===== src/rtl/util_shift_unloader.sv =====
`timescale 1ns/1ps
// util_shift_unloader: output-edge de-skew for the systolic array.
// Lane k of a row leaves the array k cycles after lane 0. Each lane is delayed
// so that a complete row lines up again. The aligned row is then pushed into
// a small FIFO that drains over a valid/ready handshake toward write-back.
module util_shift_unloader #(
   parameter int ELEMENT_WIDTH = 16,
   parameter int ELEMENT_COUNT = 4,
   parameter int FIFO_DEPTH    = 4,
   localparam int FULL_WIDTH   = ELEMENT_WIDTH * ELEMENT_COUNT
) (
   input  logic                            clk,
   input  logic                            rst,
   input  logic                            in_valid,
   input  logic [FULL_WIDTH-1:0]           packed_in,
   output logic                            out_valid,
   input  logic                            out_ready,
   output logic [FULL_WIDTH-1:0]           out_data,
   output logic [$clog2(FIFO_DEPTH):0]     fill_level,
   output logic                            overflow
);

   localparam int N     = ELEMENT_COUNT;
   localparam int EW    = ELEMENT_WIDTH;
   localparam int PTR_W = $clog2(FIFO_DEPTH);
   localparam int CNT_W = PTR_W + 1;

   // ---- stage p0 -> p1: per-lane deskew, lane k delayed by N-1-k cycles ----
   logic [FULL_WIDTH-1:0] row_p1;
   logic [N-2:0]          vld_p;
   logic                  wr_en;

   for (genvar k = 0; k < N - 1; k++) begin : g_lane
      localparam int D = N - 1 - k;
      logic [EW-1:0] lane_p [D];

      // Free-running delay line for lane k; shifts every cycle with no enable.
      always_ff @(posedge clk) begin
         if (rst) begin
            for (int i = 0; i < D; i++) lane_p[i] <= '0;
         end else begin
            lane_p[0] <= packed_in[k*EW +: EW];
            for (int i = 1; i < D; i++) lane_p[i] <= lane_p[i-1];
         end
      end

      assign row_p1[k*EW +: EW] = lane_p[D-1];
   end

   // The last lane arrives already aligned, so it feeds the row directly.
   assign row_p1[(N-1)*EW +: EW] = packed_in[(N-1)*EW +: EW];

   // Valid pipeline of N-1 stages; its last stage marks a completed row.
   always_ff @(posedge clk) begin
      if (rst) begin
         vld_p <= '0;
      end else begin
         vld_p[0] <= in_valid;
         for (int i = 1; i < N - 1; i++) vld_p[i] <= vld_p[i-1];
      end
   end

   assign wr_en = vld_p[N-2];

   // ---- stage p1 -> FIFO: buffer aligned rows, drain over valid/ready ----
   logic [FULL_WIDTH-1:0] mem [FIFO_DEPTH];
   logic [PTR_W-1:0]      wr_ptr;
   logic [PTR_W-1:0]      rd_ptr;
   logic [CNT_W-1:0]      count;
   logic                  full;
   logic                  rd_fire;
   logic                  wr_accept;
   logic                  wr_drop;

   assign full      = (count == CNT_W'(FIFO_DEPTH));
   assign out_valid = (count != '0);
   assign rd_fire   = out_valid && out_ready;
   // A full FIFO still takes a row when the head leaves in the same cycle.
   assign wr_accept = wr_en && (!full || rd_fire);
   assign wr_drop   = wr_en && full && !rd_fire;

   // Row storage; contents are never observed unless the slot holds a row.
   always_ff @(posedge clk) begin
      if (wr_accept) mem[wr_ptr] <= row_p1;
   end

   // Pointers, occupancy and the sticky overflow flag.
   always_ff @(posedge clk) begin
      if (rst) begin
         wr_ptr   <= '0;
         rd_ptr   <= '0;
         count    <= '0;
         overflow <= 1'b0;
      end else begin
         if (wr_accept) wr_ptr <= wr_ptr + 1'b1;
         if (rd_fire)   rd_ptr <= rd_ptr + 1'b1;
         if (wr_accept && !rd_fire)      count <= count + 1'b1;
         else if (!wr_accept && rd_fire) count <= count - 1'b1;
         if (wr_drop) overflow <= 1'b1;
      end
   end

   assign out_data   = out_valid ? mem[rd_ptr] : '0;
   assign fill_level = count;

`ifndef SYNTHESIS
   a_ctrl_known: assert property (@(posedge clk) disable iff (rst)
      !$isunknown({in_valid, out_ready}));
`endif

endmodule

===== config.mk =====
export PLATFORM = sky130hd
export DESIGN_NAME = util_shift_unloader
export DESIGN_NICKNAME = d
export VERILOG_FILES = /design/src/rtl/util_shift_unloader.sv
export SDC_FILE = /design/constraint.sdc
export NUM_CORES = 1
export LEC_CHECK = 0
export BUFFER_PORTS_ARGS = -buffer_cell sky130_fd_sc_hd__buf_2
export CORE_ASPECT_RATIO = 0.9
export CORE_MARGIN = 1
export CORE_UTILIZATION = 46
export DETAILED_ROUTE_END_ITERATION = 8
export PLACE_DENSITY = 0.67
export SLEW_MARGIN = 20
export SYNTH_ARGS = -nofsm -noshare
export SYNTH_HDL_FRONTEND = slang
export SYNTH_SLANG_ARGS = --single-unit

===== constraint.sdc =====
create_clock -name clk -period 4.9 [get_ports clk]
set_input_delay 1.225 -clock clk [delete_from_list [all_inputs] [get_ports clk]]
set_output_delay 1.225 -clock clk [all_outputs]
set_load 0.02 [all_outputs]

# == Word level (Yosys, flattened, before mapping) ==
# Memories as Yosys holds them, arrays and structs flattened. A register that Yosys moved wholly into a read port is not among the register bits.
# Cells that the tools add are included.
# classes
bitwise,5
eq_ne,1
muxes,17
n_reduce_logical,13
addsub,4
# ops
cell,n
$mux W16,6
$mux W64,1
$reduce_or A16 Y1,1
$logic_and A1 B1 Y1,6
$mux W1,6
$mux W3,2
$or A1 B1 Y1,5
$add A2 B1 Y2 const B,2
$mux W2,2
$add A3 B1 Y3 const B,1
$eq A3 B3 Y1 const B,1
$logic_not A1 Y1,3
$reduce_bool A3 Y1,1
$sub A3 B1 Y3 const B,1
$reduce_bool A2 Y1,1
$logic_or A1 B1 Y1,1
# word_totals
in_bits,68
ramBits,352
memories,4
register_bits,11
out_inout_bits,69
# memory_table
name,words,width,rd,rd_clocked_by_memory_dff,write_ports,line_no,source
mem,4,64,1,1,1,66,logic [FULL_WIDTH-1:0] mem [FIFO_DEPTH];
g_lane[0].lane_p,3,16,3,0,3,35,logic [EW-1:0] lane_p [D];
g_lane[1].lane_p,2,16,2,0,2,35,
g_lane[2].lane_p,1,16,1,0,1,35,

# == Logic depth before layout (Yosys ltp) ==
# Gate-level depths: netlist of run 1.
# logic_depth
word_depth,8
ltp_mapped,9
depth_no_buf,8

# == Worst setup path before layout of run 1 ==
# OpenSTA, ideal clock, no wires.
# synth_timing
path_kind,input port to flip-flop
start,input port out_ready
end,"memory mem[0][0] (netlist bit), enable pin"
setup_ns,0.429
required_ns,4.471
cell_stages,4
t_arrival_ns,3.057
path_slack_ns,1.414
n_path_buf,1
cell_sequence,nor4b_2 -> nor2b_1 -> buf_2 -> and2_1
# synth_between
elab_chain_len,5
# synth_lines
element,line_no,source
"start, declared",17,"input logic out_ready,"
$logic_and A1 B1 Y1,77,assign rd_fire = out_valid && out_ready;
$logic_or A1 B1 Y1,79,assign wr_accept = wr_en && (!full || rd_fire);
$logic_and A1 B1 Y1,79,
via wr_accept,72,logic wr_accept;
$mux W1,84,if (wr_accept) mem[wr_ptr] <= row_p1;
$mux W1 (implied by the code),84,
"end, declared",66,
# The timed path passes the listed nets, and every way through them passes these cells.

==> qor.yml, run 1 <==
outcome:
  outcome: "complete, no violations"
sta:
  rsz0062_at_grt: "false"
  clock-skew-final_ns: 0.0159
  worst_pin_slew_ns: 1.03
  setup-violations-final: 0
  fmax_mhz: 265
  tns_ns: 0
  maxSlewHeadroom_pct: 31.4
  fin_crit_ns: 3.78
  fin_crit_sh_pct: 77.1
  hold_viol_final: 0
  finalMaxSlewViolations: 0
logic_synthesis:
  netlist.top_cell.by_area: "edfxtp_1"
  yosys-top-cells-area: "edfxtp_1 60%, dfxtp_1 17%, mux4_2 10%"
  yosysSeqAreaShare_pct: 76.6
  yosys-top-cells-count: "256 x edfxtp_1, 109 x dfxtp_1, 100 x nor2b_1"
  synth_nets: 739
  syn-mean-instance-area_sq_um: 19.4
  ys_seq_elements: 365
  synth_top_area_share_pct: 59.7
  async_flop_share_pct: 0
  yosysMostFrequentCell: "edfxtp_1"
  synth_flop_cell: "edfxtp_1"
  syn_inst: 665
  yosysUniqueCellTypes: 25
  syn_area_sq_mm: 0.0129
  synth_edf_count: 256
  synth-warning-count: 0
global_routing:
  grt_use_total_pct: 15.7
  grt.overflow.total: 0
  antenna_found_initial: 0
  grt_max_degree: 84
  grt_pass1_wl_mm: 34.2
  grt_pass1_vias: 6315
floorplan:
  top_level_ports: 137
  start_util_pct: 47.3
  dieArea_sq_mm: 0.0287
  fp.dieW_um: 178
  core_sq_mm: 0.0272
  row_count: 57
  die_h_um: 161
detailed_routing:
  dr.pass1.iters: 4
  drc: 0
  vias: 5889
  drt-total-wl_mm: 21.5
  wl_per_cell_um: 18.0
  detail-route-antenna-nets: 0
  via_per_inst: 4.94
  first_iter_violations: 343
critical_path:
  path_cells: "buf_4 -> mux4_2 -> and2_1 -> buf_2"
  cp_top_family: "flip-flops"
  start_kind: "register"
  crit_fanout: 27
  crit_buf_inv: 2
  slowest_stage: "dfxtp_4"
  cpPeakStageDelay_ns: 0.71
  critPathKind: "reg -> out"
  crit_arrival_ns: 2.56
  endpoint_kind: "primary output"
  cp_data_required_time_ns: 3.67
final_layout:
  fill_cells: 2160
  syn_to_final_growth_pct: 16.7
  drive_above_1_share_pct: 31.1
  fin_nets: 884
clock_network:
  numCtsBuffers: 36
  cts-resized-gates: 0
  cts.sinks: 365
  clockBufferDepth: 3
  clk_pin_slew_ns: 0.06
  cts_setup_buffers: 0
  ctsHoldBuffers: 0
  ctsHtreeMaxLevel: 2
  clk-insertion-delay-late_ns: 0.51
  cts-root-buf: "clkbuf_16"
  cts_tree: "yes"
min_path:
  hp-class: "reg -> reg"
flow_run:
  maxCapViolations: 0
pwr:
  p_leak_nw: 5.37
  power_density_mw_per_mm2: 541
  ir_drop_mv: 0.392
  p_total_mw: 8.13
place:
  numPortBuffers: 136
  gp_congestion: 0.689
  dpl.hpwl_mm: 11.8
## cell usage in the layout, fill, tap and decap left out, types with 2 or more instances in the layout
cell and instances:
clkinv_1 6, buf_2 135, xor2_1 4, clkbuf_16 38
inv_1 3, dfxtp_4 2, mux4_1 4, edfxtp_1 256
and2_4 4, nor2_1 8, mux4_2 60, nor2b_1 100
nand2b_1 2, clkinv_2 8, ha_1 5, dfxtp_1 107
and2_1 64, clkbuf_1 8, bufinv_16 5, mux2i_1 2
a21oi_1 2, buf_4 6
## worst reg2reg max path: cells and delay by family (launching register included)
family          cells  cell delay, ns
xor+xnor            1            0.17
simple gates        3            0.86
buf+inv             1            0.06
compound gates      1            0.14
fa+ha+maj           2            0.66
flops               1            0.49
## registers in the layout (all words and copies together), names as in the netlist, named ones only
register,cells
g_lane.lane_p,96
fill_level,3
rd_ptr,2
vld_p,3
wr_ptr,2
mem,256
overflow,1
## power by group
part | total, mW | switching (mW) | internal, mW
clock | 2.78 | 1.09 | 1.68
combinational | 1.84 | 1.05 | 0.790
sequential | 3.51 | 0.138 | 3.37
total | 8.13 | 2.28 | 5.84
## per-stage QoR
step | std cells | util, % | area [sq um] | worst slack (ns) | hold slack, ns
final | 1193 | 55.2 | 15000 | 1.12 | 0.433
after global routing | 1192 | 55.2 | 15000 | 0.896 | 0.452
after CTS | 1192 | 55.2 | 15000 | 1.01 | 0.435
after detailed placement | 1126 | 50.7 | 13800 | 1.56 | 0.420
after global placement | 1126 | 50.7 | 13800 | 1.56 | 0.416
after floorplan | 665 | - | 12900 | 1.41 | 0.414
## routing by layer
metal | vias up | track usage, % | routed length (um)
met3 | 28 | 3.43 | 1170
met2 | 153 | 24.9 | 10100
li1 | 2771 | - | -
met5 | - | 0 | 0
met4 | 0 | 4.47 | 340
met1 | 2937 | 21.7 | 9870
## cell families after synthesis
logic type	share of synthesized area, %
DFF	76.6
and+or+nand+nor	8.70
muxes	11.5
buffers and inverters	1.97
adders and majority gates	0.641
AOI/OAI and AO/OA	0.243
xor gates and xnor gates	0.272
## final timing paths
check / slack [ns] / startpoint / to / depth (start not counted)
setup / recovery: 1.12 / register / out_data[17] / 4
hold / removal: 0.43 / g_lane[0].lane_p[0][5] / g_lane[0].lane_p[0][21] / 1
setup reg to reg: 2.44 / fill_level[0] / fill_level[2] / 8
hold reg to reg: 0.43 / g_lane[0].lane_p[0][5] / g_lane[0].lane_p[0][21] / 1
## cell type report
| type | count | area (sq um) | area share (%) |
|---|---|---|---|
| inverters | 3 | 11.3 | 0.0749 |
| multi-input cells | 263 | 2770 | 18.4 |
| clock inverters | 20 | 229 | 1.52 |
| repair buffers | 141 | 721 | 4.79 |
| diodes | 1 | 2.50 | 0.0166 |
| clock buffers | 46 | 981 | 6.53 |
| flip-flops and latches | 365 | 9880 | 65.7 |
| well taps | 354 | 443 | 2.95 |
Note: power is estimated with default switching activity, not from simulation.
==> inputs of run 2 (changes only) <==
PLACE_DENSITY = 0.69   (was 0.67)
clock period = 3.2 ns   (was 4.9 ns; I/O delays follow)
==> qor.yml, run 2 (same netlist as run 1, synthesis figures left out) <==
outcome:
  outcome: "complete, no violations"
pwr:
  ir_drop_mv: 0.556
  p_seq_share_pct: 43.0
  p_leak_nw: 5.44
  pwr-share-clk_pct: 32.5
  power.internal_mw: 8.80
  power_density_mw_per_mm2: 808
  pwr-share-comb_pct: 24.5
  switching_share_pct: 28.3
  switching_power_mw: 3.47
min_path:
  min_to: "g_lane[1].lane_p[0][31]"
  holdCritStartpoint: "g_lane[1].lane_p[0][15]"
  hp-class: "reg -> reg"
  whs_path_depth: 1
critical_path:
  ff2ff_path_depth: 9
  rrSetupSlack_ns: 1.01
  crit_arrival_ns: 2.24
  critPathKind: "reg -> out"
  r2r-start: "fill_level[0]"
  r2r-end: "fill_level[2]"
  crit_fanout: 14
  start_kind: "register"
  cp_data_required_time_ns: 2.40
  endpoint_kind: "primary output"
clock_network:
  clockBufferDepth: 3
  cts.sinks: 365
  ctsHtreeMaxLevel: 2
  clk_pin_slew_ns: 0.06
  numCtsBuffers: 37
  cts_tree: "yes"
  ctsHoldBuffers: 0
  clk-insertion-delay-late_ns: 0.50
  cts-root-buf: "clkbuf_16"
floorplan:
  fp.dieW_um: 178
  row_count: 57
  dieArea_sq_mm: 0.0287
  die_h_um: 161
  start_util_pct: 47.3
  top_level_ports: 137
  core_sq_mm: 0.0272
global_routing:
  grt_use_total_pct: 15.4
  antenna_found_initial: 0
  grt.overflow.total: 0
  grt_pass1_wl_mm: 33.6
  grt_pass1_vias: 6142
  grt_max_degree: 65
detailed_routing:
  drt-total-wl_mm: 21.4
  vias: 5966
  via_per_inst: 4.95
  detail-route-antenna-nets: 0
  dr.pass1.iters: 6
  first_iter_violations: 304
  wl_per_cell_um: 17.7
  drc: 0
final_layout:
  drive_above_1_share_pct: 32.3
  largest_registers: "mem x256, g_lane.lane_p x96"
  mostFrequentLayoutCells: "256 x edfxtp_1, 135 x buf_2, 107 x dfxtp_1, 100 x nor2b_1, 64 x and2_1"
  fill_cells: 2113
  fin_nets: 900
  largest_reg_flops: 256
  regMostFlops: "mem"
  stdcell_count: 1206
  ff_latch_area_sq_mm: 0.00988
  syn_to_final_growth_pct: 18.0
  multi_input_area_sq_mm: 0.00277
  layout_commonest_cell: "edfxtp_1"
sta:
  maxSlewHeadroom_pct: 67.8
  fin_crit_sh_pct: 95.1
  rsz0062_at_grt: "false"
  fmax_mhz: 329
  hold_viol_final: 0
  worst_pin_slew_ns: 0.483
  tns_ns: 0
  setup-violations-final: 0
  fin_crit_ns: 3.04
  finalMaxSlewViolations: 0
  clock-skew-final_ns: 0.0140
place:
  dpl.hpwl_mm: 12.9
  gp_congestion: 0.701
  dp_cells: 1141
  numPortBuffers: 136
flow_run:
  maxCapViolations: 0
run 2: changes by cell type in the layout (fill, tap and decap cells not counted), sizes merged:
cell,delta
buf,+15
clkbuf,+6
clkinvlp,+1
clkinv,-5
bufinv,-4
run 2: critical path, stage by stage, from the launching register on:
cell	delay, ns
dfxtp_4	0.52
buf_4	0.30
mux4_2	0.58
and2_1	0.18
buf_2	0.15
run 2: worst max-delay path by stage:
stage                        startpoint      endpoint  slack [ns]  cells after the start
final                          register  out_data[18]        0.16                      4
after detailed placement  fill_level[0]  out_data[56]        0.56                      4
after global routing           register  out_data[18]        0.03                      4
after global placement    fill_level[0]  out_data[57]        0.60                      4
after floorplan               out_ready     mem[0][0]        0.14                      4
after CTS                 fill_level[0]  out_data[56]        0.01                      4
run 2: layout make-up:
type,instances,area share (%)
multi-input combinational,263,18.2
inverter,3,0.0741
tap,354,2.92
clock inverter,12,0.626
antenna,1,0.0165
clock buffer,52,6.87
sequential,365,65.0
timing repair buffer,156,6.25
run 2: power by group through the flow:
stage	clock network, mW	registers [mW]	logic, mW
detailed placement	0	5.38	3.06
CTS	4.10	5.28	3.07
floorplan	0	5.33	2.21
global placement	0	5.37	3.05
finish	3.99	5.28	3.00
global route	4.29	5.30	3.27
run 2: through the flow:
| stage | cell area (sq um) | hold WS [ns] | setup slack, ns | power, mW | util, % |
|---|---|---|---|---|---|
| 2_1_floorplan | 12900 | 0.414 | 0.139 | 7.55 | - |
| 3_3_place_gp | 14000 | 0.417 | 0.600 | 8.42 | 51.6 |
| 3_5_place_dp | 14000 | 0.423 | 0.562 | 8.44 | 51.6 |
| 4_1_cts | 15200 | 0.435 | 0.0107 | 12.5 | 55.7 |
| 5_1_grt | 15200 | 0.446 | 0.0317 | 12.9 | 55.8 |
| 6_report | 15200 | 0.432 | 0.157 | 12.3 | 55.8 |
run 2: routing by layer:
metal	wire (um)	GRT usage, %	vias up
li1	-	-	2803
met1	9720	22.2	2968
met2	10100	24.2	157
met3	1090	2.53	38
met4	441	4.43	0
met5	0	0	-
run 2: repair_timing:
action / in CTS / in global routing
resized for setup: 0 / 2
setup buffers: 0 / 0
endpoints found under the setup margin: 0 / 38
hold endpoints to repair: 0 / 0
